File: src/rtl/multi_debounce_pulser.sv
// Per-channel synchroniser, stability-counter debouncer and registered edge pulser.
// Optional auto-repeat on held inputs is built only when AUTO_REPEAT_EN is defined.
module multi_debounce_pulser #(
   parameter int unsigned CHANNELS        = 4,
   parameter int unsigned SYNC_STAGES     = 2,
   parameter int unsigned DEBOUNCE_CYCLES = 16,
   parameter int unsigned EDGE_MODE       = 0,
   parameter int unsigned REPEAT_DELAY    = 1000,
   parameter int unsigned REPEAT_PERIOD   = 250
) (
   input  logic                clk,
   input  logic                reset,
   input  logic                enable,
   input  logic [CHANNELS-1:0] btn_in,
   output logic [CHANNELS-1:0] level_out,
   output logic [CHANNELS-1:0] pulse_out
);

   localparam int unsigned CntW = $clog2(DEBOUNCE_CYCLES + 1);
   localparam logic [CntW-1:0] CntLast = CntW'(DEBOUNCE_CYCLES - 1);
   // Unsupported EDGE_MODE values fall back to rising-edge only.
   localparam logic RiseEn = (EDGE_MODE != 1);
   localparam logic FallEn = (EDGE_MODE == 1) || (EDGE_MODE == 2);

`ifdef AUTO_REPEAT_EN
   localparam int unsigned RepMax = (REPEAT_DELAY > REPEAT_PERIOD) ? REPEAT_DELAY : REPEAT_PERIOD;
   localparam int unsigned RepW = $clog2(RepMax + 1);
   localparam logic [RepW-1:0] RepDelayLast  = RepW'(REPEAT_DELAY - 1);
   localparam logic [RepW-1:0] RepPeriodLast = RepW'(REPEAT_PERIOD - 1);
`endif

   for (genvar i = 0; i < CHANNELS; i++) begin : g_ch
      logic [SYNC_STAGES-1:0] sync_q;
      logic [CntW-1:0]        cnt_d, cnt_q;
      logic                   level_d, level_q;
      logic                   pulse_d, pulse_q;
      logic                   sync_bit;
      logic                   rise, fall;
      logic                   rep_fire;

      assign sync_bit = sync_q[SYNC_STAGES-1];

      always_comb begin
         cnt_d   = '0;
         level_d = level_q;
         rise    = 1'b0;
         fall    = 1'b0;
         if (sync_bit != level_q) begin
            if (cnt_q == CntLast) begin
               level_d = ~level_q;
               rise    = ~level_q;
               fall    = level_q;
            end else begin
               cnt_d = cnt_q + 1'b1;
            end
         end
      end

`ifdef AUTO_REPEAT_EN
      logic [RepW-1:0] rep_d, rep_q;

      // Down-counter to the next repeat pulse; parked at zero while released.
      always_comb begin
         rep_d    = rep_q;
         rep_fire = 1'b0;
         if (rise) begin
            rep_d = RepDelayLast;
         end else if (!level_q || fall) begin
            rep_d = '0;
         end else if (rep_q == '0) begin
            rep_fire = RiseEn;
            rep_d    = RepPeriodLast;
         end else begin
            rep_d = rep_q - 1'b1;
         end
      end

      always_ff @(posedge clk) begin
         if (reset) begin
            rep_q <= '0;
         end else begin
            rep_q <= rep_d;
         end
      end
`else
      assign rep_fire = 1'b0;
`endif

      assign pulse_d = enable & ((rise & RiseEn) | (fall & FallEn) | rep_fire);

      always_ff @(posedge clk) begin
         if (reset) begin
            sync_q  <= '0;
            cnt_q   <= '0;
            level_q <= 1'b0;
            pulse_q <= 1'b0;
         end else begin
            sync_q  <= {sync_q[SYNC_STAGES-2:0], btn_in[i]};
            cnt_q   <= cnt_d;
            level_q <= level_d;
            pulse_q <= pulse_d;
         end
      end

      assign level_out[i] = level_q;
      assign pulse_out[i] = pulse_q;
   end

endmodule

File: config.mk
export PLATFORM = sky130hd
export DESIGN_NAME = multi_debounce_pulser
export DESIGN_NICKNAME = d
export VERILOG_FILES = /design/src/rtl/multi_debounce_pulser.sv
export SDC_FILE = /design/constraint.sdc
export NUM_CORES = 1
export LEC_CHECK = 0
export BUFFER_PORTS_ARGS = -buffer_cell sky130_fd_sc_hd__buf_2
export CORE_ASPECT_RATIO = 1.1
export CORE_MARGIN = 2
export CORE_UTILIZATION = 55
export CTS_CLUSTER_DIAMETER = 200
export DETAILED_ROUTE_END_ITERATION = 7
export PLACE_DENSITY = 0.88
export SLEW_MARGIN = 20
export SYNTH_ARGS = -nofsm -noshare
export SYNTH_HDL_FRONTEND = slang
export SYNTH_SLANG_ARGS = --single-unit
File: constraint.sdc
create_clock -name clk -period 1.7 [get_ports clk]
set_input_delay 0.17 -clock clk [delete_from_list [all_inputs] [get_ports clk]]
set_output_delay 0.17 -clock clk [all_outputs]
set_load 0.02 [all_outputs]
# After elaboration in Yosys (flattened, before gate mapping)
# Index checks and enable logic that the tools add are counted.
op_classes:
  reduce_logical: 8
  n_bitwise: 12
  n_eq_ne: 8
  n_addsub: 4
  muxes: 8
ops:
  columns: ["cell", "count"]
  rows:
  - ["$add 5x1->5 const B", 4]
  - ["$eq 5x4->1 const B", 4]
  - ["$reduce_or 3->1", 4]
  - ["$mux 1", 8]
  - ["$not 1->1", 8]
  - ["$reduce_and 2->1", 4]
  - ["$and 1x1->1", 4]
  - ["$ne 1x1->1", 4]
totals:
  elab_cells: 56
  register_bits: 36
  inputBits: 7
  out_inout_bits: 8

# Logic depth before layout (Yosys ltp)
# Gate-level depths: netlist of the first run.
logic_depth:
  word_depth: 4
  depth_mapped: 5
  ltp_nobuf: 5

# Worst setup path after synthesis of the first run
# Ideal clock, no wire load.
synth_timing:
  kind: "register to register"
  start: "register g_ch[3].cnt_q[0]"
  end: "register g_ch[3].cnt_q[2]"
  path_stages_with_launch: 6
  t_arrival_ps: 1368
  period_less_slack_ps: 1432
  setup_time_ps: 64
  slack_ps: 268
  required_time_ps: 1636
  path_buffers: 0
  cell_sequence: "dfxtp_1 -> ha_1 -> and3_1 -> ha_1 -> or3_4 -> nor2_1"
synth_between:
  elab_chain_len: 2
  elab_cells_between_ends: 3
  classes_between: "add/sub: 1; eq/ne: 1; reduce/logical: 1"
synth_rtl:
  columns: ["element", "line_no", "text"]
  rows:
  - ["start, declared", "34", "logic [CntW-1:0] cnt_d, cnt_q;"]
  - ["start signal, assigned", "99", "cnt_q <= cnt_d;"]
  - ["parallel branches: the longest is 2 deep, another holds $add 5x1->5", null, null]
# Several ways; the timed one is not identified.
# A chain may end at the register's enable or synchronous reset.

# Final worst setup path of the first run
layout_timing:
  start: "register g_ch[0].cnt_q[0]"
  end: "register g_ch[0].cnt_q[2]"
layout_between:
  elab_chain_len: 2
  elab_cells_between_ends: 3
  classes_between: "add/sub: 1; eq/ne: 1; reduce/logical: 1"
layout_rtl:
  columns: ["element", "line_no"]
  rows:
  - ["start, declared", "34"]
  - ["start signal, assigned", "99"]
  - ["parallel branches: the longest is 2 deep, another holds $add 5x1->5", null]
# Several ways; the timed one is not identified.

==> results of run 1 <==
-- routing by layer --
layer,vias up,part of all wire (%),GRT usage [%]
met1,390,40,15.2
met2,14,52,26.5
met3,8,5.4,7.30
met5,-,0,0
met4,0,2.9,9.27
li1,430,-,-
-- sequential cells by signal, indices dropped and copies added, names as in the netlist --
register,cells
g_ch.pulse_q,4
g_ch.sync_q,8
g_ch.cnt_q,20
g_ch.level_q,4
-- layout make-up --
cell class                 count  area [µm²]  share of cell area (%)
multi-input combinational     77         512                    35.8
clock buffer                   6        51.3                    3.58
inverter                       8        30.0                    2.10
sequential                    36         721                    50.3
timing repair buffer          14        70.1                    4.90
tap                           30        37.5                    2.62
clock inverter                 2        10.0                   0.699
-- worst register-to-register path: cells and delay by family, from the launching register on --
family | cells | cell delay (ns)
flip-flops | 1 | 0.34
AND/OR/NAND/NOR | 3 | 0.73
adder cells (fa/ha/maj) | 2 | 0.43
-- power by group --
part | internal (mW) | leakage [nW] | switching [mW]
combinational | 0.0172 | 0.258 | 0.0167
clock | 0.197 | 0.0380 | 0.264
sequential | 0.855 | 0.292 | 0.00514
total | 1.07 | 0.588 | 0.286
-- cells in the final DEF (no fill, tap or decap) --
| master | n |
|---|---|
| dfxtp_1 | 36 |
| nor2_1 | 20 |
| buf_2 | 14 |
| inv_1 | 8 |
| nor2b_1 | 8 |
| xnor2_1 | 8 |
| ha_1 | 8 |
| clkbuf_4 | 5 |
| and3_1 | 4 |
| or3_4 | 4 |
| nand2_1 | 4 |
| or2b_1 | 4 |
| a21oi_1 | 4 |
| nor3_1 | 4 |
| nand3_1 | 4 |
| xor2_1 | 4 |
| clkinv_2 | 2 |
| nand2b_1 | 1 |
| clkbuf_8 | 1 |
-- metrics by stage --
stage | worst slack, ns | hold slack, ns
floorplan | 0.268 | 0.242
global placement | 0.215 | 0.376
detailed placement | 0.174 | 0.387
CTS | 0.144 | 0.0305
global route | 0.0499 | 0.0540
finish | 0.146 | 0.0465
-- worst paths after layout --
path	to	start
worst max-delay path	g_ch[0].cnt_q[2]$_SDFF_PP0_	g_ch[0].cnt_q[0]$_SDFF_PP0_
worst min-delay path	g_ch[3].sync_q[0]$_SDFF_PP0_	btn_in[3]
worst max register to register	g_ch[0].cnt_q[2]$_SDFF_PP0_	g_ch[0].cnt_q[0]$_SDFF_PP0_
worst min register to register	g_ch[2].sync_q[1]$_SDFF_PP0_	g_ch[2].sync_q[0]$_SDFF_PP0_
-- logic make-up (layout without fill, tap and decap cells) --
family                     after synthesis  after routing  synth area share [%]
DFF                                     36             36                  54.3
adders and majority gates                8              8                  7.55
and+or+nand+nor                         53             53                  21.6
buffers and inverters                   17             30                  7.08
xor gates and xnor gates                12             12                  7.92
AOI/OAI and AO/OA                        4              4                  1.51
==> impl_results.md, run 1 <==
- Ys flop type: dfxtp_1
- Cell Area, Placed: approximately 1400 µm²
- Final clock skew: 0.0144 ns
- EDFF count, synth: 0
- GPL Wtd Cong: 0.627
- Count leader, synth: dfxtp_1
- Syn Nets: approximately 150
- Crit path depth: 5
- CTS max path bufs: 2
- Vias in the first global route: between 800 and 900
- Synthesized cell area: 1330 µm²
- GRT Overall Usage: between 10% and 20%
- Setup crit end kind: flop
- Initial core utilization: between 50% and 60%
- Most frequent cell on the critical path: ha_1
- Measured slew at the worst slew-check pin: approximately 0.3 ns
- Pre-antenna DRT Iters: 4
- DR vias: ~840
- Critical path peak fanout: 5
- I/O Buffers: 14
- Filler-free cell count of the finished design: between 150 and 200
- Minimum clock period: 1.55 ns
- CP required: between 1.5 and 2 ns
- HPWL Detailed: 1.37 mm
- WS Path Type: reg -> reg
- Register area share after synthesis: 54.3%
- R2r setup slk: 0.15 ns
- Global-route wire length before repair: around 3.2 mm
- Mapped Cells: 130
- Hold_buf cts: 0
- TNS Setup: 0 ns
- Number of buffers created by CTS: 5
- Aggregate global routing overflow: 0
- Height of the die: roughly 56 µm
- Nets: about 160
- CP peak stage delay: around 0.43 ns
- Routed Antenna Nets: 0
- Unique masters post-synth: 17
- Worst reg2reg path depth: 5
- Initial antenna violation count: 0
- Mean post-synth cell area: about 10 µm²
- Final Total Pwr: around 1.4 mW
- Slew Limit Fails: 0
- Setup Buffers After CTS: 0
- CP max-delay cell: or3_4
- Post-route cell area: approximately 1400 µm²
- # rows: 18
- CTS tree: yes
- Max Freq: between 0.6 and 0.7 GHz
- Post-synth top area cell: dfxtp_1
- Peak VDD IR: 0.595 mV
- Die Area: roughly 2800 µm²
- Yosys reg bits: 36
- Hold WC Path Type: in -> reg
- Hold Path Cell Cnt: 2
- Share of cells above drive strength 1: around 18%
- Detailed Route Iter0 Violations: 6
- Ys Warns: 0
- Ys async rst share: 0%
- Post-layout util: a little over three fifths
- Rel. slew slack: between 70% and 80%
- Clk_lat worst skew: 0.34 ns
- Root Driver: clkbuf_4
- PwrDens: between 900 and 1000 nW/µm²
- Post-CTS sizing: 0
- Fillcell total: 197
- DR DRC count: 0
- Leak: between 0.5 and 0.6 nW
- Hold violation count in the final report: 0
- Unrepaired setup endpoints after global routing: no
- Critical Path AT: ~1.8 ns
- CTS Sinks: 36
- Reg clk slew, reported paths: approximately 0.11 ns
- Top post-synthesis cells by count: dfxtp_1 (36), nor2_1 (20)
- Top cells by area, synth: dfxtp_1 (54%), ha_1 (7.5%), nor2_1 (5.7%)
- Share of the synthesized area in the top cell type: ~54%
- Die W: 50.8 µm
- Area Overhead vs Synth: 7.92%
- Number of diodes: 0
- WP buf/inv: 0
- Outcome: finished, final reports clean
- Period utilization: between 90% and 100%
- Core Area: 2270 µm²
- H-tree levels: 2
- Max-Cap Viols: 0
- Final WL: about 1.8 mm
- Placed instance count: about 170
- Critical path startpoint category: flop
- I/O Pins: 15
- Via density: 4.87
- Largest net degree at the start of global routing: 18
- Setup-failing EPs final: 0
- Crit path cell chain: ha_1 > and3_1 > ha_1 > or3_4 > nor2_1
- Delay-heaviest family, CP: simple AND/OR/NAND/NOR gates
- Routed len/inst: ~11 µm
(Power assumes the default switching activity.)
==> inputs of run 2 (changes only) <==
--- a/config.mk
+++ b/config.mk
@@ -11,7 +11,7 @@
 export CORE_UTILIZATION = 55
 export CTS_CLUSTER_DIAMETER = 200
 export DETAILED_ROUTE_END_ITERATION = 7
-export PLACE_DENSITY = 0.88
+export PLACE_DENSITY = 0.8
 export SLEW_MARGIN = 20
 export SYNTH_ARGS = -nofsm -noshare
 export SYNTH_HDL_FRONTEND = slang
==> run 2 against run 1 <==
Effect of this change:
- first-iteration DRC count increased by 33%
- design area unchanged
- setup slack improved by 0.0037 ns
- clock skew decreased by 0.0059 ns
- global-route usage decreased by 0.12 points
- clock power increased by 2%
- core utilization unchanged
- total power increased by 0.47%
- cell count unchanged
- sequential share of layout area unchanged
- fmax increased by 0.24%
- critical path type unchanged
- largest cell class unchanged
==> impl_results.md, run 2 (synthesized netlist as in run 1, its figures left out) <==
- Outcome: finished, final reports clean
- I/O Pins: 15
- CTS Sinks: 36
- Fillcell total: 192
- Crit path cell chain: ha_1 > and3_1 > ha_1 > or3_4 > nor2_1
- Root Driver: clkbuf_4
- Unrepaired setup endpoints after global routing: no
- Vias in the first global route: a little under 800
- Die W: 50.8 µm
- Initial antenna violation count: 0
- WP buf/inv: 0
- Post-route cell area: roughly 1400 µm²
- Reg clk slew, reported paths: 0.10 ns
- Hold WC Path Type: in -> reg
- Max Freq: ~0.64 GHz
- Max reg flops: 20
- Post-CTS sizing: 0
- Global-route wire length before repair: 3.14 mm
- Setup-failing EPs final: 0
- Filler-free cell count of the finished design: around 170
- Number of diodes: 0
- Final Total Pwr: 1.36 mW
- DR vias: 825
- Pre-antenna DRT Iters: 4
- Routed len/inst: about 10 µm
- CP required: 1.97 ns
- Most frequent cell on the critical path: ha_1
- Max-Cap Viols: 0
- Cell Area, Placed: about 1400 µm²
- Clk_lat worst skew: 0.34 ns
- GRT Overall Usage: 15.6%
- GPL Wtd Cong: just over 0.6
- Setup crit end kind: flop
- Rel. slew slack: about four fifths
- Share of cells above drive strength 1: 18.2%
- CTS tree: yes
- Initial core utilization: between 50% and 60%
- Commonest non-fill, non-tap cell in the layout: dfxtp_1
- Die Area: ~2800 µm²
- CP max-delay cell: or3_4
- Final WL: between 1.5 and 2 mm
- Area Overhead vs Synth: 7.92%
- H-tree levels: 2
- Top flop regs: g_ch.cnt_q x20, g_ch.sync_q x8
- DR DRC count: 0
- Leak: 0.588 nW
- Final clock skew: roughly 0.0085 ns
- Period utilization: about nine tenths
- Number of buffers created by CTS: 5
- Minimum clock period: roughly 1.6 ns
- Post-Place Setup Slack: around 0.15 ns
- Delay-heaviest family, CP: simple AND/OR/NAND/NOR gates
- Aggregate global routing overflow: 0
- # rows: 18
- Critical path peak fanout: 5
- Largest net degree at the start of global routing: 18
- Via density: 4.77
- Core Area: around 2300 µm²
- Top reg by flops: g_ch.cnt_q
- Routed Antenna Nets: 0
- WS Path Type: reg -> reg
- Critical Path AT: 1.82 ns
- CTS max path bufs: 2
- Measured slew at the worst slew-check pin: 0.288 ns
- Detailed Route Iter0 Violations: 8
- Slew Limit Fails: 0
- CP peak stage delay: approximately 0.42 ns
- Peak VDD IR: 0.518 mV
- Height of the die: about 56 µm
- HPWL Detailed: ~1.3 mm
- Hold violation count in the final report: 0
- Critical path startpoint category: flop
- Setup Buffers After CTS: 0
- Placed instance count: between 150 and 200
- Hold_buf cts: 0
- TNS Setup: 0 ns
- Nets: 157
- Most frequent cells in the layout: dfxtp_1 (36), nor2_1 (20), buf_2 (14)
- PwrDens: ~950 nW/µm²
- I/O Buffers: 14
- PnR worst setup slack: roughly 0.15 ns
==> run 2: final cells by class <==
class / count / area, µm² / share of cell area (%)
sequential: 36 / 721 / 50.3
multi-input combinational: 77 / 512 / 35.8
timing repair buffer: 14 / 70.1 / 4.90
clock buffer: 6 / 51.3 / 3.58
tap: 30 / 37.5 / 2.62
inverter: 8 / 30.0 / 2.10
clock inverter: 2 / 10.0 / 0.699
==> run 2: per-layer routing <==
layer	GRT usage [%]	vias up	part of all wire, %
met3	8.92	4	6.0
met5	0	-	0
li1	-	431	-
met2	25.4	19	49
met4	6.95	0	1.7
met1	15.9	371	43
==> run 2: path summary, 6_finish.rpt <==
check                                                   from                           end  slack, ns  depth (start not counted)
worst min register to register  g_ch[2].sync_q[0]$_SDFF_PP0_  g_ch[2].sync_q[1]$_SDFF_PP0_       0.45                          1
worst max register to register   g_ch[3].cnt_q[0]$_SDFF_PP0_   g_ch[3].cnt_q[2]$_SDFF_PP0_       0.15                          5
worst min-delay path                               btn_in[3]  g_ch[3].sync_q[0]$_SDFF_PP0_       0.04                          2
worst max-delay path             g_ch[3].cnt_q[0]$_SDFF_PP0_   g_ch[3].cnt_q[2]$_SDFF_PP0_       0.15                          5
==> run 2: report_power, final <==
group / total, mW / switching, mW / internal [mW]
clock network: 0.467 / 0.271 / 0.197
registers: 0.860 / 0.00547 / 0.855
logic: 0.0328 / 0.0158 / 0.0170
==> run 2: metrics by stage <==
stage | hold slack, ns | util (%)
2_1_floorplan | 0.242 | -
3_3_place_gp | 0.379 | 60.2
3_5_place_dp | 0.382 | 60.2
4_1_cts | 0.0250 | 62.9
5_1_grt | 0.0262 | 62.9
6_report | 0.0365 | 62.9
==> run 2: worst reg2reg max path, delay by kind of cell (launching register included) <==
| kind | cells | cell delay, ns |
|---|---|---|
| adders and majority gates | 2 | 0.42 |
| and+or+nand+nor | 3 | 0.74 |
| DFF | 1 | 0.34 |
==> inputs of run 3 (changes only) <==
--- a/config.mk
+++ b/config.mk
@@ -8,10 +8,10 @@
 export BUFFER_PORTS_ARGS = -buffer_cell sky130_fd_sc_hd__buf_2
 export CORE_ASPECT_RATIO = 1.1
 export CORE_MARGIN = 2
-export CORE_UTILIZATION = 55
+export CORE_UTILIZATION = 42
 export CTS_CLUSTER_DIAMETER = 200
 export DETAILED_ROUTE_END_ITERATION = 7
-export PLACE_DENSITY = 0.8
+export PLACE_DENSITY = 0.65
 export SLEW_MARGIN = 20
 export SYNTH_ARGS = -nofsm -noshare
 export SYNTH_HDL_FRONTEND = slang
==> run 3 against run 2 <==
Effect of this change:
- non-clock buffer count is the same
- setup slack gained 0.0092 ns
- die area grew 28%
- core utilization shrank 15 points
- highest routed layer unchanged
==> impl_results.md, run 3 (synthesized netlist as in run 1, its figures left out) <==
- Height of the die: roughly 63 µm
- Die W: about 58 µm
- Final WL: 1.76 mm
- Nets: 157
- Largest net degree at the start of global routing: 18
- Minimum clock period: 1.54 ns
- Peak VDD IR: between 0.5 and 0.6 mV
- Unrepaired setup endpoints after global routing: no
- HPWL Detailed: roughly 1.3 mm
- Setup crit end kind: flop
- Fillcell total: between 200 and 300
- Initial antenna violation count: 0
- Hold violation count in the final report: 0
- Top flop regs: g_ch.cnt_q x20, g_ch.sync_q x8
- CP required: between 1.5 and 2 ns
- Share of cells above drive strength 1: between 10% and 20%
- Max-Cap Viols: 0
- Number of diodes: 0
- Hold WC Path Type: in -> reg
- Reg clk slew, reported paths: approximately 0.1 ns
- # rows: 21
- Final clock skew: 0.00411 ns
- DR vias: around 800
- CP startpoint: g_ch[1].cnt_q[0]$_SDFF_PP0_
- Most frequent cells in the layout: dfxtp_1 (36), nor2_1 (20), buf_2 (14)
- Detailed Route Iter0 Violations: 11
- Die Area: 3620 µm²
- DR DRC count: 0
- Setup-failing EPs final: 0
- Post-route cell area: 1440 µm²
- R2r startpoint: g_ch[1].cnt_q[0]$_SDFF_PP0_
- Met3 Usage GRT: about 3.7%
- Via density: between 4 and 5
- Cell Area, Placed: 1380 µm²
- Pre-antenna DRT Iters: 2
- Number of buffers created by CTS: 5
- GPL Wtd Cong: 0.708
- Clk_lat worst skew: 0.31 ns
- Rel. slew slack: around 80%
- Critical path peak fanout: 5
- H-tree levels: 2
- Post-CTS sizing: 0
- Worst reg2reg path depth: 5
- Aggregate global routing overflow: 0
- CTS Sinks: 36
- Reg2reg end: g_ch[1].cnt_q[3]$_SDFF_PP0_
- Final Total Pwr: approximately 1.4 mW
- Crit path to: g_ch[1].cnt_q[3]$_SDFF_PP0_
- I/O Buffers: 14
- Critical Path AT: between 1.5 and 2 ns
- Global-route wire length before repair: approximately 3.4 mm
- R2r setup slk: between 0.15 and 0.2 ns
- GRT Overall Usage: between 10% and 20%
- Core Area: 3020 µm²
- Hold Path Cell Cnt: 2
- Area Overhead vs Synth: 8.58%
- Max reg flops: 20
- Worst hold slack: just over 0.06 ns
- M2 GR Usage: ~22%
- Hold_buf cts: 0
- Commonest non-fill, non-tap cell in the layout: dfxtp_1
- Post-Place Setup Slack: 0.168 ns
- Outcome: finished, final reports clean
- TNS Setup: 0 ns
- Global route hottest layer: met2
- Slew Limit Fails: 0
- PwrDens: about 960 nW/µm²
- Routed Antenna Nets: 0
- Leak: 0.587 nW
- WS Path Type: reg -> reg
- Top reg by flops: g_ch.cnt_q
- Measured slew at the worst slew-check pin: between 0.2 and 0.3 ns
- Routed len/inst: approximately 10 µm
- Root Driver: clkbuf_4
- Initial core utilization: a little over two fifths
- I/O Pins: 15
- Setup Buffers After CTS: 0
- Critical path startpoint category: flop
- CTS tree: yes
- Met1 Use GR: approximately an eighth
- Vias in the first global route: about 860
- Period utilization: 90.7%
- PnR worst setup slack: approximately 0.16 ns
- Max Freq: between 0.6 and 0.7 GHz
- CTS max path bufs: 2
[run 3: cell count changes in the layout (fill, tap and decap cells not counted), sizes merged]
cell	delta
clkbuf	+1
clkinv	-2
[run 3: area by class of cell]
type	count	area (µm²)	share of cell area, %
clock buffer	7	65.1	4.52
inverter	8	30.0	2.09
multi-input combinational	77	512	35.5
sequential	36	721	50.0
tap	34	42.5	2.95
timing repair buffer	14	70.1	4.87
[run 3: worst min-delay path by stage]
stage / slack [ns] / end / from
final: 0.06 / g_ch[2].sync_q[0]$_SDFF_PP0_ / btn_in[2]
after global routing: 0.03 / g_ch[3].sync_q[0]$_SDFF_PP0_ / btn_in[3]
after CTS: 0.04 / g_ch[3].sync_q[0]$_SDFF_PP0_ / btn_in[3]
after detailed placement: 0.39 / g_ch[3].sync_q[0]$_SDFF_PP0_ / btn_in[3]
after global placement: 0.38 / g_ch[2].sync_q[0]$_SDFF_PP0_ / btn_in[2]
after floorplan: 0.24 / g_ch[0].sync_q[0]$_SDFF_PP0_ / reset
[run 3: report_power, final]
part	internal, mW	switching, mW
clock network	0.235	0.252
registers	0.855	0.00523
logic	0.0171	0.0169
total	1.11	0.275
[run 3: through the flow]
stage	utilization [%]	cells
global route	47.7	176
floorplan	-	130
global placement	45.5	169
finish	47.7	176
CTS	47.7	176
detailed placement	45.5	169
[run 3: layer usage]
| layer | vias up | routed length, µm |
|---|---|---|
| met2 | 11 | 924 |
| li1 | 429 | - |
| met5 | - | 0 |
| met3 | 2 | 75 |
| met1 | 377 | 743 |
| met4 | 0 | 15 |
[run 3: critical path: stages, from the launching register on]
cell,delay [ns]
dfxtp_1,0.34
ha_1,0.22
and3_1,0.19
ha_1,0.21
or3_4,0.42
nor2_1,0.11
